**config.mk**
```make
export PLATFORM = sky130hd
export DESIGN_NAME = rotate_coord_gen
export DESIGN_NICKNAME = d
export VERILOG_FILES = /design/src/rtl/rotate_pkg.sv /design/src/rtl/rotate_scan_cnt.sv /design/src/rtl/rotate_coord_gen.sv
export SDC_FILE = /design/constraint.sdc
export NUM_CORES = 1
export LEC_CHECK = 0
export ABC_AREA = 1
export BUFFER_PORTS_ARGS = -buffer_cell sky130_fd_sc_hd__buf_4
export CAP_MARGIN = 20
export CORE_MARGIN = 2
export CORE_UTILIZATION = 55
export DETAILED_ROUTE_END_ITERATION = 10
export MAX_ROUTING_LAYER = met4
export PLACE_DENSITY_LB_ADDON = 0.08
export SETUP_SLACK_MARGIN = 0.05
export SYNTH_ARGS = -nofsm -noshare
export SYNTH_HDL_FRONTEND = slang
export SYNTH_HIERARCHICAL = 1
export SYNTH_SLANG_ARGS = --single-unit
export TNS_END_PERCENT = 1
```
**constraint.sdc**
```tcl
create_clock -name CLK -period 3.1 [get_ports CLK]
set_clock_uncertainty 0.1 [all_clocks]
set_input_delay 0.31 -clock CLK [delete_from_list [all_inputs] [get_ports CLK]]
set_output_delay 0.31 -clock CLK [all_outputs]
set_load 0.02 [all_outputs]
```
**src/rtl/rotate_pkg.sv**
```systemverilog
// rotate_pkg -- shared definitions for the rotation coordinate path.
//   rot_state_e : frame sequencer states (IDLE, RUN, FIN)
//   ROT_WIDT_A  : default signed coordinate width (multiplier A operand)
//   ROT_WIDT_B  : default signed sin/cos width (multiplier B operand)
package rotate_pkg;

  typedef enum logic [1:0] {
    IDLE = 2'd0,
    RUN  = 2'd1,
    FIN  = 2'd2
  } rot_state_e;

  localparam int ROT_WIDT_A = 11;
  localparam int ROT_WIDT_B = 9;

endpackage

```
**src/rtl/rotate_scan_cnt.sv**
```systemverilog
// rotate_scan_cnt -- raster col/row counter with line wrap and terminal flags.
//   CLK, RSTN : clock, async active-low reset
//   clr       : synchronous clear to col=0,row=0 (wins over adv)
//   adv       : advance one pixel (one downstream transfer)
//   col, row  : current raster position
//   sof/eol/eof : position flags for the current col/row (not valid-qualified)
module rotate_scan_cnt #(
  parameter int IMG_W = 1024,
  parameter int IMG_H = 768,
  parameter int CW    = $clog2(IMG_W),
  parameter int RW    = $clog2(IMG_H)
) (
  input  logic          CLK,
  input  logic          RSTN,
  input  logic          clr,
  input  logic          adv,
  output logic [CW-1:0] col,
  output logic [RW-1:0] row,
  output logic          sof,
  output logic          eol,
  output logic          eof
);

  localparam logic [CW-1:0] COL_LAST = CW'(IMG_W - 1);
  localparam logic [RW-1:0] ROW_LAST = RW'(IMG_H - 1);

  logic col_last, row_last;

  assign col_last = (col == COL_LAST);
  assign row_last = (row == ROW_LAST);

  always_ff @(posedge CLK or negedge RSTN) begin
    if (!RSTN) begin
      col <= '0;
      row <= '0;
    end else if (clr) begin
      col <= '0;
      row <= '0;
    end else if (adv) begin
      if (col_last) begin
        col <= '0;
        // Row also wraps so the counter lands at 0,0 after the last pixel.
        row <= row_last ? '0 : row + 1'b1;
      end else begin
        col <= col + 1'b1;
      end
    end
  end

  assign sof = (col == '0) && (row == '0);
  assign eol = col_last;
  assign eof = col_last && row_last;

endmodule

```
**src/rtl/rotate_coord_gen.sv**
```systemverilog
// rotate_coord_gen -- generates centred (x,y) raster coordinates plus the
// frame's latched cos/sin coefficients for a downstream rotation multiplier.
//   CLK, RSTN        : clock, async active-low reset
//   START, ABORT     : frame request (IDLE only) / synchronous cancel
//   COS_IN, SIN_IN   : coefficients, captured when START is accepted
//   X, Y             : col - IMG_W/2, row - IMG_H/2 (signed, WIDT_A)
//   COS, SIN         : latched coefficients, stable for the frame
//   VALID, READY     : valid/ready handshake for X/Y/flags
//   SOF, EOL, EOF    : first pixel / last of line / last of frame
//   BUSY, DONE       : not-IDLE / one-cycle frame completion pulse
module rotate_coord_gen
  import rotate_pkg::*;
#(
  parameter int WIDT_A = ROT_WIDT_A,
  parameter int WIDT_B = ROT_WIDT_B,
  parameter int IMG_W  = 1024,
  parameter int IMG_H  = 768
) (
  input  logic                     CLK,
  input  logic                     RSTN,
  input  logic                     START,
  input  logic                     ABORT,
  input  logic signed [WIDT_B-1:0] COS_IN,
  input  logic signed [WIDT_B-1:0] SIN_IN,
  output logic signed [WIDT_A-1:0] X,
  output logic signed [WIDT_A-1:0] Y,
  output logic signed [WIDT_B-1:0] COS,
  output logic signed [WIDT_B-1:0] SIN,
  output logic                     VALID,
  input  logic                     READY,
  output logic                     SOF,
  output logic                     EOL,
  output logic                     EOF,
  output logic                     BUSY,
  output logic                     DONE
);

  localparam int CW = $clog2(IMG_W);
  localparam int RW = $clog2(IMG_H);

  // Centred coordinates must fit the signed multiplier operand.
  if ((IMG_W / 2) > (2 ** (WIDT_A - 1)) || (IMG_H / 2) > (2 ** (WIDT_A - 1)))
  begin : g_bad_size
    $error("rotate_coord_gen: IMG_W/2 or IMG_H/2 exceeds 2^(WIDT_A-1)");
  end

  rot_state_e state, state_nx;

  logic          vld;
  logic          done_q;
  logic [WIDT_B-1:0] cos_q, sin_q;
  logic          accept, xfer;
  logic          cnt_clr, cnt_adv;
  logic [CW-1:0] col;
  logic [RW-1:0] row;
  logic          sof, eol, eof;

  assign accept = (state == IDLE) && START && !ABORT;
  assign xfer   = vld && READY;

  // Next state; ABORT overrides everything else.
  always_comb begin
    state_nx = state;
    case (state)
      IDLE:    if (START)      state_nx = RUN;
      RUN:     if (xfer && eof) state_nx = FIN;
      FIN:                     state_nx = IDLE;
      default:                 state_nx = IDLE;
    endcase
    if (ABORT) state_nx = IDLE;
  end

  always_ff @(posedge CLK or negedge RSTN) begin
    if (!RSTN) begin
      state  <= IDLE;
      vld    <= 1'b0;
      done_q <= 1'b0;
      cos_q  <= '0;
      sin_q  <= '0;
    end else begin
      state  <= state_nx;
      // VALID tracks RUN one-to-one; registered so it rises the cycle after
      // acceptance and falls the cycle after the EOF transfer.
      vld    <= (state_nx == RUN);
      // DONE follows FIN by one cycle, so it lands two cycles after the
      // EOF transfer and never on an aborted frame.
      done_q <= (state == FIN) && !ABORT;
      if (accept) begin
        cos_q <= COS_IN;
        sin_q <= SIN_IN;
      end
    end
  end

  assign cnt_clr = ABORT || accept;
  assign cnt_adv = xfer;

  rotate_scan_cnt #(
    .IMG_W (IMG_W),
    .IMG_H (IMG_H),
    .CW    (CW),
    .RW    (RW)
  ) u_scan (
    .CLK  (CLK),
    .RSTN (RSTN),
    .clr  (cnt_clr),
    .adv  (cnt_adv),
    .col  (col),
    .row  (row),
    .sof  (sof),
    .eol  (eol),
    .eof  (eof)
  );

  // Outputs are derived from held registers, so a stall (READY=0) keeps them
  // unchanged. Gating with VALID keeps them at 0 outside a frame and in reset.
  logic [WIDT_A-1:0] xc, yc;
  assign xc = WIDT_A'(col) - WIDT_A'(IMG_W / 2);
  assign yc = WIDT_A'(row) - WIDT_A'(IMG_H / 2);

  assign X     = vld ? $signed(xc) : '0;
  assign Y     = vld ? $signed(yc) : '0;
  assign SOF   = vld && sof;
  assign EOL   = vld && eol;
  assign EOF   = vld && eof;
  assign VALID = vld;
  assign COS   = $signed(cos_q);
  assign SIN   = $signed(sin_q);
  assign BUSY  = (state != IDLE);
  assign DONE  = done_q;

endmodule
```
==> results of run 1 <==
-- per-layer routing --
metal  GRT usage  part of all wire  vias to the layer above  wire length, microns
li1            -                 -                     1174                     -
met5           -                 0                        -                     0
met3      0.0413             0.058                        6                   320
met1       0.294              0.43                     1046                  2360
met4      0.0713             0.011                        0                    60
met2       0.393              0.50                       75                  2730
-- cell usage after synthesis (all sizes together) --
library cell    n  area share
nand2         118        0.18
inv            49       0.074
buf            14       0.048
dfrtp          42        0.43
nor3           11       0.024
xor2            3       0.011
or2             1      0.0025
a21oi           1      0.0020
nand3          19       0.046
a211oi          1      0.0030
nand4          21       0.053
nand3b          2      0.0061
nor2           29       0.051
o21bai          2       0.011
o21ai          14       0.033
nor4            1      0.0025
ha              5       0.025
-- cell families after synthesis --
family | after synthesis | share of synthesized area
buffers and inverters | 63 | 0.122
DFF | 42 | 0.425
AOI/OAI and AO/OA | 18 | 0.0486
xor gates and xnor gates | 3 | 0.0106
and+or+nand+nor | 202 | 0.368
adders and majority gates | 5 | 0.0253
-- stage by stage --
stage                     std cells  worst slack [ps]   util  hold WS (ps)  power (mW)
after floorplan                 333              1450      -         -85.6       0.852
after global placement          440              1090  0.675           230       0.988
after detailed placement        440              1050  0.675           233       0.996
after CTS                       449               912  0.710          77.0        1.53
after global routing            449               746  0.710          86.9        1.58
final                           449               907  0.710          80.9        1.52
-- sequential cells by signal, indices dropped and copies added, names as in the netlist --
signal,cells
VALID,1
DONE,1
SIN,9
u_scan/col,10
COS,9
u_scan/row,10
state,2
-- final timing paths --
| kind | from | end | slack [ps] | cells after the start |
|---|---|---|---|---|
| min in group asynchronous | RSTN | u_scan/row[0] | 440 | 2 |
| worst min-delay path | ABORT | DONE | 80 | 2 |
| worst max register to register | state[0] | u_scan/row[0] | 1020 | 8 |
| worst max-delay path | u_scan/row[0] | EOF | 910 | 8 |
| worst min register to register | SIN[1] | SIN[1] | 380 | 2 |
| max in group asynchronous | RSTN | SIN[8] | 2100 | 2 |
-- power breakdown --
part	internal, mW	switching [mW]
clock	0.343	0.191
combinational	0.136	0.209
sequential	0.601	0.0368
-- cell type report --
type                       instances  share of cell area
multi-input combinational        228               0.362
clock buffer                       6              0.0267
clock inverter                     2              0.0194
inverter                          49              0.0595
sequential                        42               0.340
tap                               52              0.0211
timing repair buffer              70               0.171
-- worst register-to-register path, stage by stage (launching register included) --
cell     delay [ps]
dfrtp_1         420
nor2_4          400
nand2_1          90
nand2_1         140
nor2_1           90
inv_1           280
nand2_2         260
nand2_1         110
o21ai_0          80
==> metrics.md, run 1 <==
| Metric | Value |
|---|---|
| Status | finished, final reports clean |
| I/O Buffers | 68 |
| Final worst-path cycle share | 0.707 |
| Root Driver | clkbuf_8 |
| Clock Latency Late Sink | 290 ps |
| Layout cells sized above 1 | 0.234 |
| Pwr dens | 491 mW/mm^2 |
| Row cnt | 24 |
| Fillers | 379 |
| GRT overflow | 0 |
| CP max FO | 5 |
| Largest net degree at the start of global routing | 43 |
| Clock tree buffer depth | 2 |
| RSZ-0062 raised after global routing | no |
| Sequential share of the synthesized area | 0.425 |
| Synth warnings | 6 |
| Max_cap viols | 0 |
| First-pass GRT wire length | 9250 microns |
| Final Hold Violating Endpoints | 0 |
| Number of global-route vias before repair | 2098 |
| Endpoint class of the critical path | output pin |
| Antenna-violating nets left | 0 |
| Syn Nets | 361 |
| Dpl cell area | 0.00294 sq mm |
| TritonCTS Buffers | 5 |
| Syn avg cell area | 7.42 sq um |
| Post-CTS Setup Bufs | 0 |
| Post-route cell area | 0.00309 sq mm |
| Commonest cells after routing, fill and taps aside | 114 x nand2_1, 69 x buf_4, 48 x inv_1 |
| CP top delay family | simple AND/OR/NAND/NOR gates |
| Vias per inst | 5.12 |
| RePlAce Congestion | 0.792 |
| Reg clk slew, reported paths | 80 ps |
| LEAKAGE | 1.75 nW |
| Slew @ Worst Pin | 539 ps |
| Area growth syn-to-layout | 25.0% |
| Initial core utilization | 0.568 |
| Post_cts resized | 0 |
| Die area | 0.00505 sq mm |
| WS Path Type | reg -> out |
| CP bufs+invs | 2 |
| Slew Limit Fails | 0 |
| Core ar. | 0.00435 sq mm |
| Synthesized flop and latch total | 42 |
| DR vias | 2301 |
| Crit path cell chain | ha_1, nand2_1, nor2_1, nand3_1, nor2_1, nand2_1, inv_1, buf_4 |
| Hpwl dp | 3950 microns |
| Gr usage total | 0.235 |
| H-tree levels | 2 |
| Type of the tightest min-delay check | in -> reg |
| Worst vdd ir | 0.288 mV |
| Chip width | 71.0 microns |
| Hold-fix buffers at CTS | 1 |
| Initial antenna violation count | 0 |
| Fmax | 456 MHz |
| Gate Count Post-Synth | 333 |
| Post-route setup TNS | 0 ps |
| Die height | 71.0 microns |
| Worst rel slew slack | 0.641 |
| Slowest stage delay, CP | 430 ps |
| CP startpoint kind | flop |
| Clk sinks | 42 |
| Yosys cell types | 28 |
| Mapped cell area | 0.00247 sq mm |
| Register area | 0.00105 sq mm |
| CP max stage cell | dfrtp_1 |
| First DRT Iteration DRCs | 125 |
| Detailed Route WL | 5470 microns |
| Area of the multi-input gates | 0.00112 sq mm |
| Mean routed wirelength per cell | 12.2 microns |
| CTS tree | done |
| Initial DRT Pass Iterations | 4 |
| Minimum clock period | 2190 ps |
| Drc violations | 0 |
| Worst Path Required | 2690 ps |
| IO Count | 69 |
| Nets@finish | 424 |
| Crit path arrival time | 1780 ps |
| # setup viols final | 0 |
| Ant. Diodes | 0 |
| Commonest non-fill, non-tap cell in the layout | nand2_1 |
No activity file was read; power rests on OpenSTA's default activity.
==> run 2, diff against run 1 <==
--- a/config.mk
+++ b/config.mk
@@ -9,7 +9,7 @@
 export BUFFER_PORTS_ARGS = -buffer_cell sky130_fd_sc_hd__buf_4
 export CAP_MARGIN = 20
 export CORE_MARGIN = 2
-export CORE_UTILIZATION = 55
+export CORE_UTILIZATION = 47
 export DETAILED_ROUTE_END_ITERATION = 10
 export MAX_ROUTING_LAYER = met4
 export PLACE_DENSITY_LB_ADDON = 0.08
==> constraint.sdc (replaced) <==
create_clock -name CLK -period 2 [get_ports CLK]
set_clock_uncertainty 0.1 [all_clocks]
set_input_delay 0.2 -clock CLK [delete_from_list [all_inputs] [get_ports CLK]]
set_output_delay 0.2 -clock CLK [all_outputs]
set_load 0.02 [all_outputs]
==> run 2 against run 1 <==
Combinational power rose by 72%. Worst setup slack got worse by 810 ps. Clock power rose by 28%. Flip-flop and latch count did not move. Final cell count rose by 7.8%. Critical path depth did not move. Via count rose by 4.1%. Largest cell class unchanged. Highest routed layer unchanged.
==> metrics.md, run 2 (same netlist as run 1, synthesis figures left out) <==
| Metric | Value |
|---|---|
| Status | finished, final reports clean |
| Mean routed wirelength per cell | 12.6 microns (+3.2%) |
| Fmax | 525 MHz |
| Detailed Route WL | 6090 microns (+11%) |
| Worst vdd ir | 0.503 mV (+75%) |
| First DRT Iteration DRCs | 184 (+47%) |
| Reg clk slew, reported paths | 80 ps (about the same) |
| Commonest cells after routing, fill and taps aside | 112 x nand2_1, 82 x buf_4, 43 x inv_1 |
| Dpl ws | 244 ps (-802 ps) |
| Largest net degree at the start of global routing | 43 (unchanged) |
| Antenna-violating nets left | 0 (unchanged) |
| Hpwl dp | 4000 microns (+1.4%) |
| Initial core utilization | 0.484 (-0.0837) |
| Hold WS | 48.1 ps (-32.8 ps) |
| Clock Latency Late Sink | 300 ps (about the same) |
| Endpoint class of the critical path | output pin |
| GRT overflow | 0 (unchanged) |
| First-pass GRT wire length | 10100 microns (+9.5%) |
| Minimum clock period | 1910 ps |
| RePlAce Congestion | 0.805 (+1.7%) |
| Slowest stage delay, CP | 410 ps (-20 ps) |
| CP max FO | 4 (-1) |
| Pwr dens | 689 mW/mm^2 (+40%) |
| Most common cell on crit path | nand2_2 |
| Die height | 76.5 microns (+7.7%) |
| Biggest regs | u_scan/col x10, u_scan/row x10 |
| Post-route setup TNS | 0 ps (unchanged) |
| Commonest non-fill, non-tap cell in the layout | nand2_1 |
| Final Hold Violating Endpoints | 0 (unchanged) |
| Crit path arrival time | 1610 ps (-170 ps) |
| Clock tree buffer depth | 2 (unchanged) |
| CP startpoint kind | flop |
| Type of the tightest min-delay check | in -> reg |
| Max_cap viols | 0 (unchanged) |
| Area growth syn-to-layout | 33.6% |
| DR vias | 2396 (+4.1%) |
| RSZ-0062 raised after global routing | yes |
| CP max stage cell | dfrtp_1 |
| Clk sinks | 42 (unchanged) |
| Initial antenna violation count | 0 (unchanged) |
| Ant. Diodes | 0 (unchanged) |
| CTS tree | done |
| Final worst-path cycle share | 0.953 |
| Nets@finish | 441 (+4.0%) |
| WS Path Type | reg -> out |
| Die area | 0.00586 sq mm (+16%) |
| H-tree levels | 2 (unchanged) |
| # setup viols final | 0 (unchanged) |
| Root Driver | clkbuf_8 |
| CP top delay family | simple AND/OR/NAND/NOR gates |
| Slew @ Worst Pin | 549 ps (+9.30 ps) |
| Slew Limit Fails | 0 (unchanged) |
| TritonCTS Buffers | 5 (unchanged) |
| Worst Setup Slack, final | 93.4 ps (-814 ps) |
| Design Power | 2.27 mW (+50%) |
| Chip width | 76.5 microns (+7.7%) |
| LEAKAGE | 1.83 nW (+4.6%) |
| I/O Buffers | 68 (unchanged) |
| Row cnt | 26 (+8.3%) |
| IO Count | 69 (unchanged) |
| Core ar. | 0.00511 sq mm (+17%) |
| Layout cells sized above 1 | 0.309 (+0.0749) |
| Crit path cell chain | ha_2, nand2_2, nor2_4, nand3_4, nor2_2, nand2_2, inv_1, buf_6 |
| Worst rel slew slack | 0.634 (-0.00620) |
| Drc violations | 0 (unchanged) |
| Vias per inst | 4.95 (-3.4%) |
| CP bufs+invs | 2 (unchanged) |
| Gr usage total | 0.220 (-0.0156) |
| Number of global-route vias before repair | 2282 (+8.8%) |
| Initial DRT Pass Iterations | 4 (unchanged) |
| Worst Path Required | 1700 ps (-990 ps) |
-- run 2: cell type report --
class | count | area (sq um)
fillers | 452 | 1810
multi-input cells | 228 | 1190
flip-flops and latches | 42 | 1050
repair buffers | 87 | 669
inverters | 49 | 184
well taps | 70 | 87.6
clock buffers | 5 | 68.8
clock inverters | 3 | 45.0
-- run 2: metrics by stage --
step,std cells,utilization,instance area (sq um)
after floorplan,333,-,2470
after global placement,461,0.584,2980
after detailed placement,461,0.584,2980
after CTS,482,0.637,3250
after global routing,484,0.646,3300
final,484,0.646,3300
-- run 2: final timing paths --
path	from	end	slack, ps	depth (start not counted)
hold / removal	SIN_IN[2]	SIN[2]	50	3
max in group asynchronous	RSTN	u_scan/row[1]	1080	2
setup reg to reg	u_scan/col[0]	u_scan/row[3]	220	7
setup / recovery	u_scan/col[0]	EOF	90	8
min in group asynchronous	RSTN	u_scan/row[7]	320	2
hold reg to reg	COS[5]	COS[5]	380	2
-- run 2: timing repair --
action,in CTS,in global routing
hold endpoints to repair,43,0
pin swaps,10,4
gates resized for setup,16,12
gates cloned,0,0
hold buffers,2,0
buffers inserted,11,2
setup endpoints to repair,2,9
-- run 2: routing by layer --
metal | vias up | part of all wire | track usage
li1 | 1202 | - | -
met1 | 1117 | 0.42 | 0.255
met2 | 68 | 0.51 | 0.380
met3 | 9 | 0.050 | 0.0379
met4 | 0 | 0.017 | 0.0855
met5 | - | 0 | -
-- run 2: power by group --
| group | total (mW) | internal, mW | switching (mW) |
|---|---|---|---|
| logic | 0.595 | 0.246 | 0.350 |
| registers | 0.992 | 0.932 | 0.0598 |
| clock network | 0.686 | 0.371 | 0.315 |
-- run 2: tightest hold or removal path: stages --
cell and delay, ps:
buf_4 70, nand4_1 80, nand2_1 70
==> run 3, diff against run 2 <==
--- a/config.mk
+++ b/config.mk
@@ -9,7 +9,7 @@
 export BUFFER_PORTS_ARGS = -buffer_cell sky130_fd_sc_hd__buf_4
 export CAP_MARGIN = 20
 export CORE_MARGIN = 2
-export CORE_UTILIZATION = 47
+export CORE_UTILIZATION = 52
 export DETAILED_ROUTE_END_ITERATION = 10
 export MAX_ROUTING_LAYER = met4
 export PLACE_DENSITY_LB_ADDON = 0.08
==> constraint.sdc (replaced) <==
create_clock -name CLK -period 2.1 [get_ports CLK]
set_clock_uncertainty 0.1 [all_clocks]
set_input_delay 0.21 -clock CLK [delete_from_list [all_inputs] [get_ports CLK]]
set_output_delay 0.21 -clock CLK [all_outputs]
set_load 0.02 [all_outputs]
==> run 3 against run 2 <==
Non-clock buffer count fell by 5. Worst setup slack got worse by 62 ps. Register-to-register slack improved by 40 ps. First-iteration DRC count fell by 5.4%. Global-route usage rose by 2.3 points. Clock-buffer cell count rose by 3. Critical path depth rose by 2. Via count fell by 1.3%. Die area fell by 9.1%. Clock power fell by 9.6%. Final cell count fell by 4.3%. Critical path type unchanged. Largest cell class unchanged.
==> metrics.md, run 3 (same netlist as run 1, synthesis figures left out) <==
| Metric | Value |
|---|---|
| Reg-to-Reg Start | u_scan/col[1] |
| WS Path Type | reg -> out |
| Met1 Usage GRT | 0.294 (+0.0389) |
| Gr usage total | 0.243 (+0.0229) |
| Largest net degree at the start of global routing | 43 (unchanged) |
| Ant. Diodes | 0 (unchanged) |
| Worst Setup Slack, final | 31.2 ps (-62.3 ps) |
| Fmax | 483 MHz |
| First DRT Iteration DRCs | 174 (-5.4%) |
| Worst Path Required | 1790 ps (+90 ps) |
| Row cnt | 25 (-3.8%) |
| TritonCTS Buffers | 5 (unchanged) |
| Vias per inst | 5.11 (+3.2%) |
| IO Count | 69 (unchanged) |
| Number of global-route vias before repair | 2140 (-6.2%) |
| Comb pwr share | 0.267 (+0.005) |
| Cells on worst reg2reg path | 8 (+1) |
| Max_cap viols | 0 (unchanged) |
| Hold_sp | COS_IN[2] |
| Slew @ Worst Pin | 544 ps (-4.32 ps) |
| CTS tree | done |
| Final Hold Violating Endpoints | 0 (unchanged) |
| Commonest cells after routing, fill and taps aside | 112 x nand2_1, 77 x buf_4, 46 x inv_1 |
| Crit path from | u_scan/row[1] |
| LEAKAGE | 1.81 nW (-1.2%) |
| Area growth syn-to-layout | 30.4% |
| Core ar. | 0.00466 sq mm (-8.7%) |
| Nets@finish | 436 (-1.1%) |
| Clock tree buffer depth | 2 (unchanged) |
| Hold Path End | COS[2] |
| Root Driver | clkbuf_8 |
| Layout cells sized above 1 | 0.281 (-0.0280) |
| Die area | 0.00532 sq mm (-9.1%) |
| H-tree levels | 2 (unchanged) |
| Hpwl dp | 4140 microns (+3.4%) |
| Worst vdd ir | 0.392 mV (-22%) |
| Die height | 73.0 microns (-4.7%) |
| Met2 GRT Util | 0.415 (+0.0355) |
| Reg clk slew, reported paths | 80 ps (about the same) |
| Detailed Route WL | 6010 microns (-1.3%) |
| Hold WS | 57.3 ps (+9.29 ps) |
| GRT overflow | 0 (unchanged) |
| Commonest non-fill, non-tap cell in the layout | nand2_1 |
| Clk sinks | 42 (unchanged) |
| Clock Latency Late Sink | 300 ps (about the same) |
| Drc violations | 0 (unchanged) |
| Initial DRT Pass Iterations | 4 (unchanged) |
| Crit path arrival time | 1760 ps (+150 ps) |
| Seq pwr share | 0.441 (+0.005) |
| Reg-to-reg endpoint | u_scan/row[4] |
| CP startpoint kind | flop |
| Dpl cells | 444 (-3.7%) |
| Minimum clock period | 2070 ps |
| Slew Limit Fails | 0 (unchanged) |
| Antenna-violating nets left | 0 (unchanged) |
| Internal | 1.45 mW (-6.1%) |
| RePlAce Congestion | 0.910 (+13%) |
| First-pass GRT wire length | 9720 microns (-4.0%) |
| Mean routed wirelength per cell | 13.0 microns (+3.1%) |
| Met3 usage | 0.0401 (+0.00214) |
| Worst rel slew slack | 0.637 (+0.00288) |
| Reg2Reg Setup Slack | 260 ps (+40 ps) |
| Switching fraction of total power | 0.316 (-0.00225) |
| Biggest regs | u_scan/col x10, u_scan/row x10 |
| Dpl ws | 336 ps (+91.7 ps) |
| I/O Buffers | 68 (unchanged) |
| Sw Pwr | 0.673 mW (-7.1%) |
| CP max FO | 4 (unchanged) |
| Chip width | 73.0 microns (-4.7%) |
| Hold Path Cell Cnt | 3 (unchanged) |
| Initial antenna violation count | 0 (unchanged) |
| DR vias | 2365 (-1.3%) |
| Final worst-path cycle share | 0.985 |
| Clock power share | 0.291 (-0.011) |
| Post-route setup TNS | 0 ps (unchanged) |
| # setup viols final | 0 (unchanged) |
| Top Usage Layer GRT | met2 |
| Pwr dens | 660 mW/mm^2 (-4.1%) |
| Endpoint class of the critical path | output pin |
| Final non-filler cell total | 463 (-4.3%) |
| Status | finished, final reports clean |
| Initial core utilization | 0.530 (+0.0464) |
| RSZ-0062 raised after global routing | yes |
| Type of the tightest min-delay check | in -> reg |
## run 3: cell types whose count changed in the layout (fill, tap and decap cells not counted), moves of 3 or more
cell	before	now
clkbuf_8	5	8
inv_2	6	2
inv_1	43	46
buf_4	82	77
## run 3: what timing repair did
item                       in CTS  in global routing
hold buffers                    2                  0
resized for setup               1                 18
setup buffers                   2                  7
hold endpoints to repair       43                  0
pin swaps                       0                  8
setup endpoints to repair       1                  2
## run 3: through the flow
stage	cell area, sq um	util	power (mW)
floorplan	2470	-	1.26
global placement	2960	0.634	1.47
detailed placement	2960	0.634	1.48
CTS	3100	0.666	2.10
global route	3220	0.692	2.22
finish	3220	0.692	2.13
## run 3: how the worst max path moves through the flow
stage / to / slack [ps] / depth (start not counted)
after CTS: EOF / 50 / 8
after global routing: SOF / -40 / 10
after floorplan: u_scan/col[6] / 450 / 9
final: SOF / 30 / 10
after global placement: EOF / 340 / 8
after detailed placement: EOF / 340 / 8
## run 3: power by group through the flow
stage	logic (mW)	registers, mW	clock network (mW)
after global routing	0.616	0.951	0.655
final	0.569	0.939	0.620
after detailed placement	0.526	0.953	0
after global placement	0.512	0.954	0
after CTS	0.535	0.939	0.631
after floorplan	0.223	1.03	0
## run 3: layout make-up
| cell class | count | area [sq um] |
|---|---|---|
| Inverter | 49 | 186 |
| Multi-Input combinational cell | 228 | 1170 |
| Clock buffer | 8 | 110 |
| Timing Repair Buffer | 82 | 632 |
| Sequential cell | 42 | 1050 |
| Fill cell | 420 | 1440 |
| Tap cell | 54 | 67.6 |
## run 3: per-layer routing
layer	up-vias	part of all wire
li1	1189	-
met1	1093	0.44
met2	77	0.50
met3	6	0.056
met4	0	0.012
met5	-	0
## run 3: critical path, cell delays in order, from the launching register on
cell and delay (ps):
dfrtp_1 430, buf_6 140, inv_4 50, ha_4 120
nand2_2 50, nor3_2 160, nand3_1 90, nor2_1 150
nand2_1 70, inv_1 70, buf_6 110
